[config.mk]
export PLATFORM = sky130hd
export DESIGN_NAME = eighteen_bit_divider
export DESIGN_NICKNAME = d
export VERILOG_FILES = /design/src/rtl/synth_arith_pkg.sv /design/src/rtl/restoring_div_step.sv /design/src/rtl/eighteen_bit_divider.sv
export SDC_FILE = /design/constraint.sdc
export NUM_CORES = 1
export LEC_CHECK = 0
export ABC_AREA = 1
export CAP_MARGIN = 20
export CORE_MARGIN = 3
export CORE_UTILIZATION = 48
export DETAILED_ROUTE_END_ITERATION = 8
export PLACE_DENSITY = 0.75
export SYNTH_ARGS = -nofsm -noshare
export SYNTH_HDL_FRONTEND = slang
export SYNTH_HIERARCHICAL = 1
export SYNTH_SLANG_ARGS = --single-unit
[constraint.sdc]
create_clock -name clk -period 9.15 [get_ports clk]
set_clock_uncertainty 0.2 [all_clocks]
set_input_delay 1.3725 -clock clk [delete_from_list [all_inputs] [get_ports clk]]
set_output_delay 1.3725 -clock clk [all_outputs]
set_load 0.02 [all_outputs]
[src/rtl/synth_arith_pkg.sv]
// Shared arithmetic definitions for the synth control-path divider.
package synth_arith_pkg;

   localparam int WIDTH_DEF = 18;
   localparam int CNT_W_DEF = 5;

   typedef enum logic [1:0] {IDLE, RUN, DONE} state_t;

   localparam logic [WIDTH_DEF-1:0] DBZ_QUOTIENT = '1;

endpackage

[src/rtl/restoring_div_step.sv]
// One restoring-division iteration: trial subtract, keep or restore, emit quotient bit.
module restoring_div_step #(
   parameter int WIDTH = 18
) (
   input  logic [WIDTH:0]   r,
   input  logic             q_msb,
   input  logic [WIDTH-1:0] d,
   output logic [WIDTH:0]   r_next,
   output logic             q_bit
);

   logic [WIDTH:0] shifted;
   logic [WIDTH:0] trial;
   logic           unused_r_msb;

   // r never exceeds d between steps, so its top bit is always shifted out
   assign unused_r_msb = r[WIDTH];
   assign shifted      = {r[WIDTH-1:0], q_msb};
   assign trial        = shifted - {1'b0, d};
   assign q_bit        = ~trial[WIDTH];
   assign r_next       = q_bit ? trial : shifted;

endmodule

[src/rtl/eighteen_bit_divider.sv]
// Sequential unsigned restoring divider, one quotient bit per clock, start/busy/done handshake.
module eighteen_bit_divider
   import synth_arith_pkg::*;
#(
   parameter int WIDTH = WIDTH_DEF,
   parameter int CNT_W = CNT_W_DEF
) (
   input  logic             clk,
   input  logic             rst_n,
   input  logic             start,
   input  logic [WIDTH-1:0] dividend,
   input  logic [WIDTH-1:0] divisor,
   output logic [WIDTH-1:0] quotient,
   output logic [WIDTH-1:0] remainder,
   output logic             busy,
   output logic             done,
   output logic             div_by_zero
);

   state_t           state, state_nxt;
   logic [WIDTH:0]   r, r_nxt;
   logic [WIDTH-1:0] q, d, q_nxt;
   logic [CNT_W-1:0] count;
   logic             q_bit;
   logic             accept;

   assign accept = start && (state != RUN);
   assign q_nxt  = {q[WIDTH-2:0], q_bit};

   restoring_div_step #(.WIDTH(WIDTH)) u_step (
      .r      (r),
      .q_msb  (q[WIDTH-1]),
      .d      (d),
      .r_next (r_nxt),
      .q_bit  (q_bit)
   );

   always_ff @(posedge clk or negedge rst_n) begin
      if (!rst_n) state <= IDLE;
      else        state <= state_nxt;
   end

   always_comb begin
      state_nxt = state;
      unique case (state)
         IDLE, DONE: begin
            if (start)             state_nxt = (divisor == '0) ? DONE : RUN;
            else if (state == DONE) state_nxt = IDLE;
         end
         RUN:     if (count == '0) state_nxt = DONE;
         default: state_nxt = IDLE;
      endcase
   end

   always_ff @(posedge clk or negedge rst_n) begin
      if (!rst_n) begin
         r           <= '0;
         q           <= '0;
         d           <= '0;
         count       <= '0;
         quotient    <= '0;
         remainder   <= '0;
         busy        <= 1'b0;
         done        <= 1'b0;
         div_by_zero <= 1'b0;
      end else begin
         done <= 1'b0;
         if (accept) begin
            q           <= dividend;
            d           <= divisor;
            r           <= '0;
            count       <= CNT_W'(WIDTH - 1);
            div_by_zero <= 1'b0;
            // Zero divisor skips iteration and completes straight away
            if (divisor == '0) begin
               quotient    <= {WIDTH{1'b1}};
               remainder   <= dividend;
               div_by_zero <= 1'b1;
               done        <= 1'b1;
               busy        <= 1'b0;
            end else begin
               busy <= 1'b1;
            end
         end else if (state == RUN) begin
            r     <= r_nxt;
            q     <= q_nxt;
            count <= count - CNT_W'(1);
            if (count == '0) begin
               quotient  <= q_nxt;
               remainder <= r_nxt[WIDTH-1:0];
               busy      <= 1'b0;
               done      <= 1'b1;
            end
         end
      end
   end

endmodule

* Word level (Yosys, flattened, before mapping)
Cells that the tools add are included.
** Cells by class
- Add/sub/neg operators :: 2
- Equal/unequal tests :: 6
- Muxes and demuxes :: 28
- Bitwise logic cells :: 1
- Reductions and logical operators :: 10
** Operators with widths (count)
- 18-bit 2-to-1 mux :: 13
- 19-bit by 18-bit subtractor with 19-bit output :: 1
- 18-bit zero test :: 1
- 5-bit 2-to-1 mux :: 2
- 1-bit 2-to-1 mux :: 8
- 2-bit 2-to-1 mux :: 4
- 5-bit zero test :: 1
- 5-bit by 1-bit subtractor with 5-bit output (second input constant) :: 1
- 2-bit by 1-bit inequality test with 1-bit output (second input constant) :: 2
- 2-bit case mux with 2 select lines :: 1
- 2-bit AND reduction :: 2
- 2-bit nonzero test :: 2
- 3-bit inequality test (second input constant) :: 1
- 3-bit AND reduction :: 1
- 2-bit by 1-bit == test with 1-bit output (second input constant) :: 1
- 2-bit == test (second input constant) :: 1
- 2-bit zero test :: 1
- 2-bit inequality test (second input constant) :: 1
- 2-bit OR reduction :: 1
- 1-bit logical AND :: 1
- 1-bit inverter :: 1
** Storage, ports and cells
- Register bits after elaboration :: 100
- Input bits :: 39
- Output and inout bits :: 39

* Longest topological paths before layout
Gate-level depths: netlist of the first run.
- Depth after elaboration :: 5
- Mapped depth :: 22

* By module
Netlist of the first run, hierarchy kept.
** Modules (own cells, without submodules)
- eighteen_bit_divider :: instances 1, cells an instance 488, area each 4229.1 µm²
- restoring_div_step :: instances 1, cells an instance 242, area each 1270.0 µm²

* Least setup slack after synthesis of the first run
Ideal clock, no wire load.
- Path kind :: register -> register
- Start :: reg d[0]
- End :: reg remainder[2]
- Arrival time :: 2783 ps
- Required time :: 8885 ps
- Slack :: 6101 ps
- Stages on the path, launching flop included :: 22
- Path buffers :: 2
- Cells stage by stage :: dfrtp_1 ha_1 fa_1 inv_1 nand2_1 o21ai_2 nand2_1 nand2_2 nand2_2 nand2_2 nand3_1 nand2_1 ha_1 buf_6 inv_2 clkbuf_1 nand2_1 o21ai_0 inv_1 o21ai_0 nand2_1 nand2_1
** On the way
- Cells in the longest elaborated chain, start to end :: 5
** Ends and longest elaborated chain
- from (decl) :: RTL line eighteen_bit_divider.sv:22 : logic [WIDTH-1:0] q, d, q_nxt;
- from (signal assigned) :: RTL line eighteen_bit_divider.sv:70 : d <= divisor;
- 19-bit by 18-bit subtractor with 19-bit output :: RTL line restoring_div_step.sv:19 : assign trial = shifted - {1'b0, d};
- 18-bit 2-to-1 mux :: RTL line restoring_div_step.sv:21 : assign r_next = q_bit ? trial : shifted;
- via r_nxt[2] :: RTL line eighteen_bit_divider.sv:21 : logic [WIDTH:0] r, r_nxt;
- 18-bit 2-to-1 mux :: RTL line eighteen_bit_divider.sv:88 : if (count == '0) begin
- 18-bit 2-to-1 mux :: RTL line eighteen_bit_divider.sv:84 : end else if (state == RUN) begin
- 18-bit 2-to-1 mux :: RTL line eighteen_bit_divider.sv:68 : if (accept) begin
- to (signal assigned) :: RTL line eighteen_bit_divider.sv:77 : remainder <= dividend;
- to (signal assigned) :: RTL line eighteen_bit_divider.sv:90 : remainder <= r_nxt[WIDTH-1:0];
- to (decl) :: RTL line eighteen_bit_divider.sv:14 : output logic [WIDTH-1:0] remainder,
The timed path passes the listed nets, and every way through them passes these cells. The select of a mux whose other input is x is not followed.
A chain may end at the register's enable or synchronous reset.

* Final worst setup path of the first run
- Start :: reg q[17]
- End :: reg remainder[15]
** On the way
- Cells in the longest elaborated chain, start to end :: 5
** Ends and longest elaborated chain
- from (decl) :: RTL line eighteen_bit_divider.sv:22
- from (signal assigned) :: RTL line eighteen_bit_divider.sv:69 : q <= dividend;
- from (signal assigned) :: RTL line eighteen_bit_divider.sv:86 : q <= q_nxt;
- 19-bit by 18-bit subtractor with 19-bit output :: RTL line restoring_div_step.sv:19
- 18-bit 2-to-1 mux :: RTL line restoring_div_step.sv:21
- via r_nxt[15] :: RTL line eighteen_bit_divider.sv:21
- 18-bit 2-to-1 mux :: RTL line eighteen_bit_divider.sv:88
- 18-bit 2-to-1 mux :: RTL line eighteen_bit_divider.sv:84
- 18-bit 2-to-1 mux :: RTL line eighteen_bit_divider.sv:68
The timed path passes the listed nets, and every way through them passes these cells. The select of a mux whose other input is x is not followed.

==> results of run 1 <==
## registers in the layout, indices dropped and copies added (netlist names)
signal,count
busy,1
count,5
d,18
div_by_zero,1
done,1
q,18
quotient,18
r,18
remainder,18
state,2
## final timing paths
check                                            end  depth (start not counted)
max                        remainder[15]$_DFFE_PN0P_                         20
min                                d[14]$_DFFE_PN0N_                          2
max reg2reg                remainder[15]$_DFFE_PN0P_                         20
min reg2reg                        d[14]$_DFFE_PN0N_                          2
max in group asynchronous       count[2]$_DFFE_PN0P_                          2
min in group asynchronous           d[3]$_DFFE_PN0N_                          1
## worst max-delay path, delay by kind of cell (launching register included)
kind | cells | cell delay, ps
simple gates | 11 | 930
fa+ha+maj | 3 | 1010
buf+inv | 4 | 710
flops | 1 | 420
compound gates | 2 | 470
## per-stage QoR
step | cells | worst slack (ps) | total power [W] | instance area, um2 | util (%)
CTS | 935 | 5344 | 0.002994 | 6648 | 60.53
detailed placement | 919 | 4990 | 0.002562 | 6314 | 57.48
floorplan | 728 | 6101 | 0.002035 | 5465 | -
global placement | 918 | 4839 | 0.002516 | 6299 | 57.35
global route | 936 | 5099 | 0.003278 | 6675 | 60.78
finish | 936 | 5323 | 0.003009 | 6675 | 60.78
## power by group
| part | internal (W) | leakage (nW) | total [W] | switching, W |
|---|---|---|---|---|
| Sequential | 0.000658 | 1.24 | 0.000790 | 0.000132 |
| Clock | 0.000244 | 0.161 | 0.000428 | 0.000183 |
| Combinational | 0.000673 | 2.01 | 0.00179 | 0.00112 |
| Total | 0.00158 | 3.41 | 0.00301 | 0.00143 |
## per-layer routing
layer	part of all wire [%]	GRT usage [%]	vias up
li1	-	-	2438
met1	45	31.88	2375
met2	47	37.32	152
met3	6.3	5.187	20
met4	2.0	7.292	0
met5	0	0	-
## area by class of cell
cell class	count	area, um2
inverter	92	345.3
multi-input combinational	505	2477
clock inverter	7	108.9
timing repair buffer	83	840.8
fill	979	4308
tap	140	175.2
clock buffer	9	225.2
sequential	100	2502
==> summary.md, run 1 <==
| Metric | Value |
|---|---|
| Unrepaired setup endpoints after global routing | no |
| Clock Tree Root | sky130_fd_sc_hd__clkbuf_16 |
| FMAX | 261.3 MHz |
| Number of top-level pins | 78 |
| Type of element capturing the critical path | flop |
| Post-synth design cell area | 5465 um2 |
| Power Dens Cells | 450.8 nW/um2 |
| TritonCTS clock tree | done |
| Post-CTS Hold Buffers | 0 |
| Die boundary width | 112.7 um |
| Final-stage net count | 851 |
| Total CTS buffers | 9 |
| Top fanout value on the critical path | 27 |
| Net Count, Synth | 788 |
| Pin count of the biggest net entering global routing | 75 |
| Clock sink count | 100 |
| DRC marker count from the first detailed-route iteration | 368 |
| Total iterations of the first detailed-routing run | 5 |
| Most common cell after layout, fill and taps aside | sky130_fd_sc_hd__nand2_1 |
| Avg Inst Size Synth | 7.507 um2 |
| Startpoint of the worst register-to-register path | q[17]$_DFFE_PN0P_ |
| Synth warnings | 6 |
| Largest buffer count on any clock path | 2 |
| Critical Setup Path Class | flop to flop |
| Number of hold violations in the final report | 0 |
| Worst EP arrival | 3920 ps |
| Biggest cell delay along the critical path | 470 ps |
| Hold path startpoint | d[14]$_DFFE_PN0N_ |
| Number of buffers inserted to repair setup after CTS | 0 |
| Time the final worst path needs with I/O delays and setup | 3827 ps |
| Tightest hold margin | 271.1 ps |
| Most prevalent standard cell on the critical path | sky130_fd_sc_hd__nand2_1 |
| Total number of vias | 4,985 |
| Initial antenna violation count | 0 |
| Wire length of the first global-routing pass | 23.68 mm |
| Worst-path cell chain | inv_1, ha_1, fa_1, inv_1, nand2_1, o21ai_2, nand2_1, nand2_2, nand2_2, nand2_2, nand3_1, nand2_1, ha_1, inv_2, nand2_1, nand2_1, inv_1, o21ai_0, nand2_1, nand2_1 |
| # Max-Cap Violations | 0 |
| Overall die area | 12,700 um2 |
| Gate Count Post-Synth | 728 |
| Worst hold path class | flop to flop |
| Beginning of the critical path | q[17]$_DFFE_PN0P_ |
| Worst reg2reg setup slack | 5320 ps |
| Maximum vdd drop | 0.1885 mV |
| Placer congestion estimate | 0.9271 |
| Run status | finished clean |
| Total routing resource utilization after global routing | 23.33% |
| Fin. max-slew vios | 0 |
| Share of layout cells above drive strength 1 | 5.528% |
| Critical path's slowest cell | sky130_fd_sc_hd__inv_2 |
| Via count of the first global-routing pass | 4,794 |
| Slew of the pin with the lowest slew margin | 987.9 ps |
| Clock-pin slew on the worst setup and hold paths | 70 ps |
| Starting Density | 49.76% |
| Final setup violation count | 0 |
| H-Tree Level Count | 3 |
| Post-DP HPWL | 10.27 mm |
| Final routed wirelength across all metal layers | 14.44 mm |
| Area of the core region | 10,980 um2 |
| Startpoint Class | flop |
| Final routed DRC violation total | 0 |
| Die boundary height | 112.7 um |
| Antenna diode count | 0 |
| Area added between synthesis and finish | 22.14% |
| Final worst path period share | 41.83% |
| I/O Buffers | 77 |
| Worst max-slew margin expressed relative to the limit | 34.07% |
| CP required | 9240 ps |
| Most frequent cells in the layout | sky130_fd_sc_hd__nand2_1 (267), sky130_fd_sc_hd__dfrtp_1 (100), sky130_fd_sc_hd__inv_1 (85), sky130_fd_sc_hd__clkdlybuf4s50_1 (76), sky130_fd_sc_hd__nand3_1 (63) |
| Final routed wire length divided by cell count | 15.42 um |
| Standard-cell row count | 38 |
| Leak | 3.405 nW |
| Routed vias/inst | 5.326 |
| Gates resized, CTS repair | 0 |
| Residual antenna-violating net count after detailed routing | 0 |
| Setup TNS after final layout | 0 ps |
| Remaining global-route overflow | 0 |
| Later-pin clock latency in the skew report | 360 ps |
No activity file was read; power rests on OpenSTA's default activity.
==> inputs of run 2 (changes only) <==
Clock period 9.15 ns to 3.8 ns, I/O delays scaled along.
==> summary.md, run 2 (synthesis results as in run 1) <==
| Metric | Value |
|---|---|
| Run status | finished clean |
| Worst EP arrival | 3490 ps |
| Fin. max-slew vios | 0 |
| Clock sink count | 100 |
| Worst reg2reg setup slack | 390 ps |
| Remaining global-route overflow | 0 |
| Flip-flop and latch area | 2502 um2 |
| Unrepaired setup endpoints after global routing | no |
| Wire length of the first global-routing pass | 24.44 mm |
| Final-stage net count | 854 |
| Starting Density | 49.76% |
| Cells after DPL | 922 |
| Top fanout value on the critical path | 27 |
| Later-pin clock latency in the skew report | 350 ps |
| Die boundary height | 112.7 um |
| Leak | 3.401 nW |
| Area added between synthesis and finish | 21.75% |
| # Max-Cap Violations | 0 |
| Final routed wire length divided by cell count | 15.53 um |
| Residual antenna-violating net count after detailed routing | 0 |
| Share of layout cells above drive strength 1 | 5.882% |
| Total routing resource utilization after global routing | 23.86% |
| R2r worst-path depth | 20 |
| # fillers | 987 |
| Time the final worst path needs with I/O delays and setup | 3406 ps |
| Most prevalent standard cell on the critical path | sky130_fd_sc_hd__nand2_1 |
| Cell area after placement | 6341 um2 |
| Overall die area | 12,700 um2 |
| Number of hold violations in the final report | 0 |
| Final setup violation count | 0 |
| Final routed wirelength across all metal layers | 14.58 mm |
| Slew of the pin with the lowest slew margin | 871.5 ps |
| Post-layout instance count excluding filler cells | 939 |
| Clock-pin slew on the worst setup and hold paths | 70 ps |
| Maximum vdd drop | 0.4238 mV |
| Type of element capturing the critical path | flop |
| Power Dens Cells | 1065 nW/um2 |
| Number of top-level pins | 78 |
| Area of the core region | 10,980 um2 |
| DRC marker count from the first detailed-route iteration | 261 |
| Critical Setup Path Class | flop to flop |
| Slack of the critical path | 394.0 ps |
| Worst max-slew margin expressed relative to the limit | 41.90% |
| Biggest cell delay along the critical path | 380 ps |
| Worst-path cell chain | inv_1, ha_1, fa_1, inv_1, nand2_1, o21ai_2, nand2_1, nand2_2, nand2_2, nand2_2, nand3_1, nand2_1, ha_1, inv_2, nand2_1, nand2_1, inv_1, o21ai_0, nand2_1, nand2_1 |
| Final routed DRC violation total | 0 |
| Critical path's slowest cell | sky130_fd_sc_hd__inv_2 |
| Placer congestion estimate | 0.9069 |
| Tightest hold margin | 124.6 ps |
| Capture point of the worst reg-to-reg path | remainder[10]$_DFFE_PN0P_ |
| H-Tree Level Count | 3 |
| Antenna diode count | 0 |
| I/O Buffers | 77 |
| CP required | 3890 ps |
| Largest buffer count on any clock path | 2 |
| Most common cell after layout, fill and taps aside | sky130_fd_sc_hd__nand2_1 |
| Multi-input gate area in the final layout | 2477 um2 |
| Pin count of the biggest net entering global routing | 68 |
| Post-CTS Hold Buffers | 0 |
| Worst hold path class | primary input to asynchronous set/reset pin |
| Total iterations of the first detailed-routing run | 5 |
| Routed vias/inst | 5.387 |
| Startpoint Class | flop |
| FMAX | 293.6 MHz |
| Post-DP HPWL | 10.59 mm |
| TritonCTS clock tree | done |
| Setup TNS after final layout | 0 ps |
| Clock Tree Root | sky130_fd_sc_hd__clkbuf_16 |
| Most frequent cells in the layout | sky130_fd_sc_hd__nand2_1 (267), sky130_fd_sc_hd__dfrtp_1 (100), sky130_fd_sc_hd__inv_1 (85), sky130_fd_sc_hd__clkdlybuf4s50_1 (76), sky130_fd_sc_hd__nand3_1 (63) |
| Pre-CTS WS | 494.7 ps |
| Cell area after layout | 6654 um2 |
| Total number of vias | 5,058 |
| Die boundary width | 112.7 um |
| Standard-cell row count | 38 |
| Total CTS buffers | 9 |
| Final worst path period share | 89.63% |
| Initial antenna violation count | 0 |
| Startpoint of the worst register-to-register path | q[17]$_DFFE_PN0P_ |
| Number of buffers inserted to repair setup after CTS | 0 |
| Gates resized, CTS repair | 0 |
| Via count of the first global-routing pass | 5,012 |
[run 2: cell types whose count changed in the layout (fill, tap and decap cells not counted)]
cell	previous run	this run
sky130_fd_sc_hd__buf_4	5	8
sky130_fd_sc_hd__clkbuf_8	0	1
sky130_fd_sc_hd__buf_8	1	0
sky130_fd_sc_hd__clkinv_4	0	1
sky130_fd_sc_hd__clkinv_2	1	2
sky130_fd_sc_hd__bufinv_16	2	0
sky130_fd_sc_hd__buf_12	0	1
sky130_fd_sc_hd__clkinv_8	1	0
[run 2: layout make-up]
| type | count | share of cell area (%) |
|---|---|---|
| Clock buffer | 10 | 3.592 |
| Inverter | 92 | 5.190 |
| Multi-Input combinational cell | 505 | 37.23 |
| Tap cell | 140 | 2.633 |
| Timing Repair Buffer | 86 | 13.05 |
| Sequential cell | 100 | 37.61 |
| Clock inverter | 6 | 0.6958 |
[run 2: worst max-delay path by stage]
stage | from | end | slack [ps] | depth (start not counted)
floorplan | d[0]$_DFFE_PN0N_ | remainder[2]$_DFFE_PN0P_ | 750 | 21
finish | q[17]$_DFFE_PN0P_ | remainder[10]$_DFFE_PN0P_ | 390 | 20
global route | q[17]$_DFFE_PN0P_ | remainder[10]$_DFFE_PN0P_ | 30 | 20
detailed placement | q[17]$_DFFE_PN0P_ | remainder[10]$_DFFE_PN0P_ | 490 | 20
CTS | q[17]$_DFFE_PN0P_ | remainder[10]$_DFFE_PN0P_ | 470 | 20
global placement | q[17]$_DFFE_PN0P_ | remainder[10]$_DFFE_PN0P_ | 600 | 20
[run 2: through the flow]
step | util, % | power (W)
finish | 60.58 | 0.007084
global route | 60.58 | 0.007756
CTS | 60.33 | 0.007052
detailed placement | 57.74 | 0.006132
global placement | 57.74 | 0.005999
floorplan | - | 0.004900
[run 2: power breakdown]
part	leakage [nW]	internal (W)	switching [W]
Clock	0.141	0.000468	0.000415
Sequential	1.24	0.00158	0.000323
Combinational	2.02	0.00163	0.00266
Total	3.40	0.00368	0.00340
[run 2: per-layer routing]
layer,routed length [um],GRT usage (%),vias to the layer above
met5,0,0,-
met3,916,4.385,32
met1,6328,31.34,2398
met2,7000,39.61,186
li1,-,-,2442
met4,331,8.814,0
[run 2: critical path: cells and delay by family (launching register included)]
kind | cells | cell delay [ps]
AOI/OAI and AO/OA | 2 | 410
and+or+nand+nor | 11 | 880
buffers and inverters | 4 | 560
DFF | 1 | 370
adders and majority gates | 3 | 910
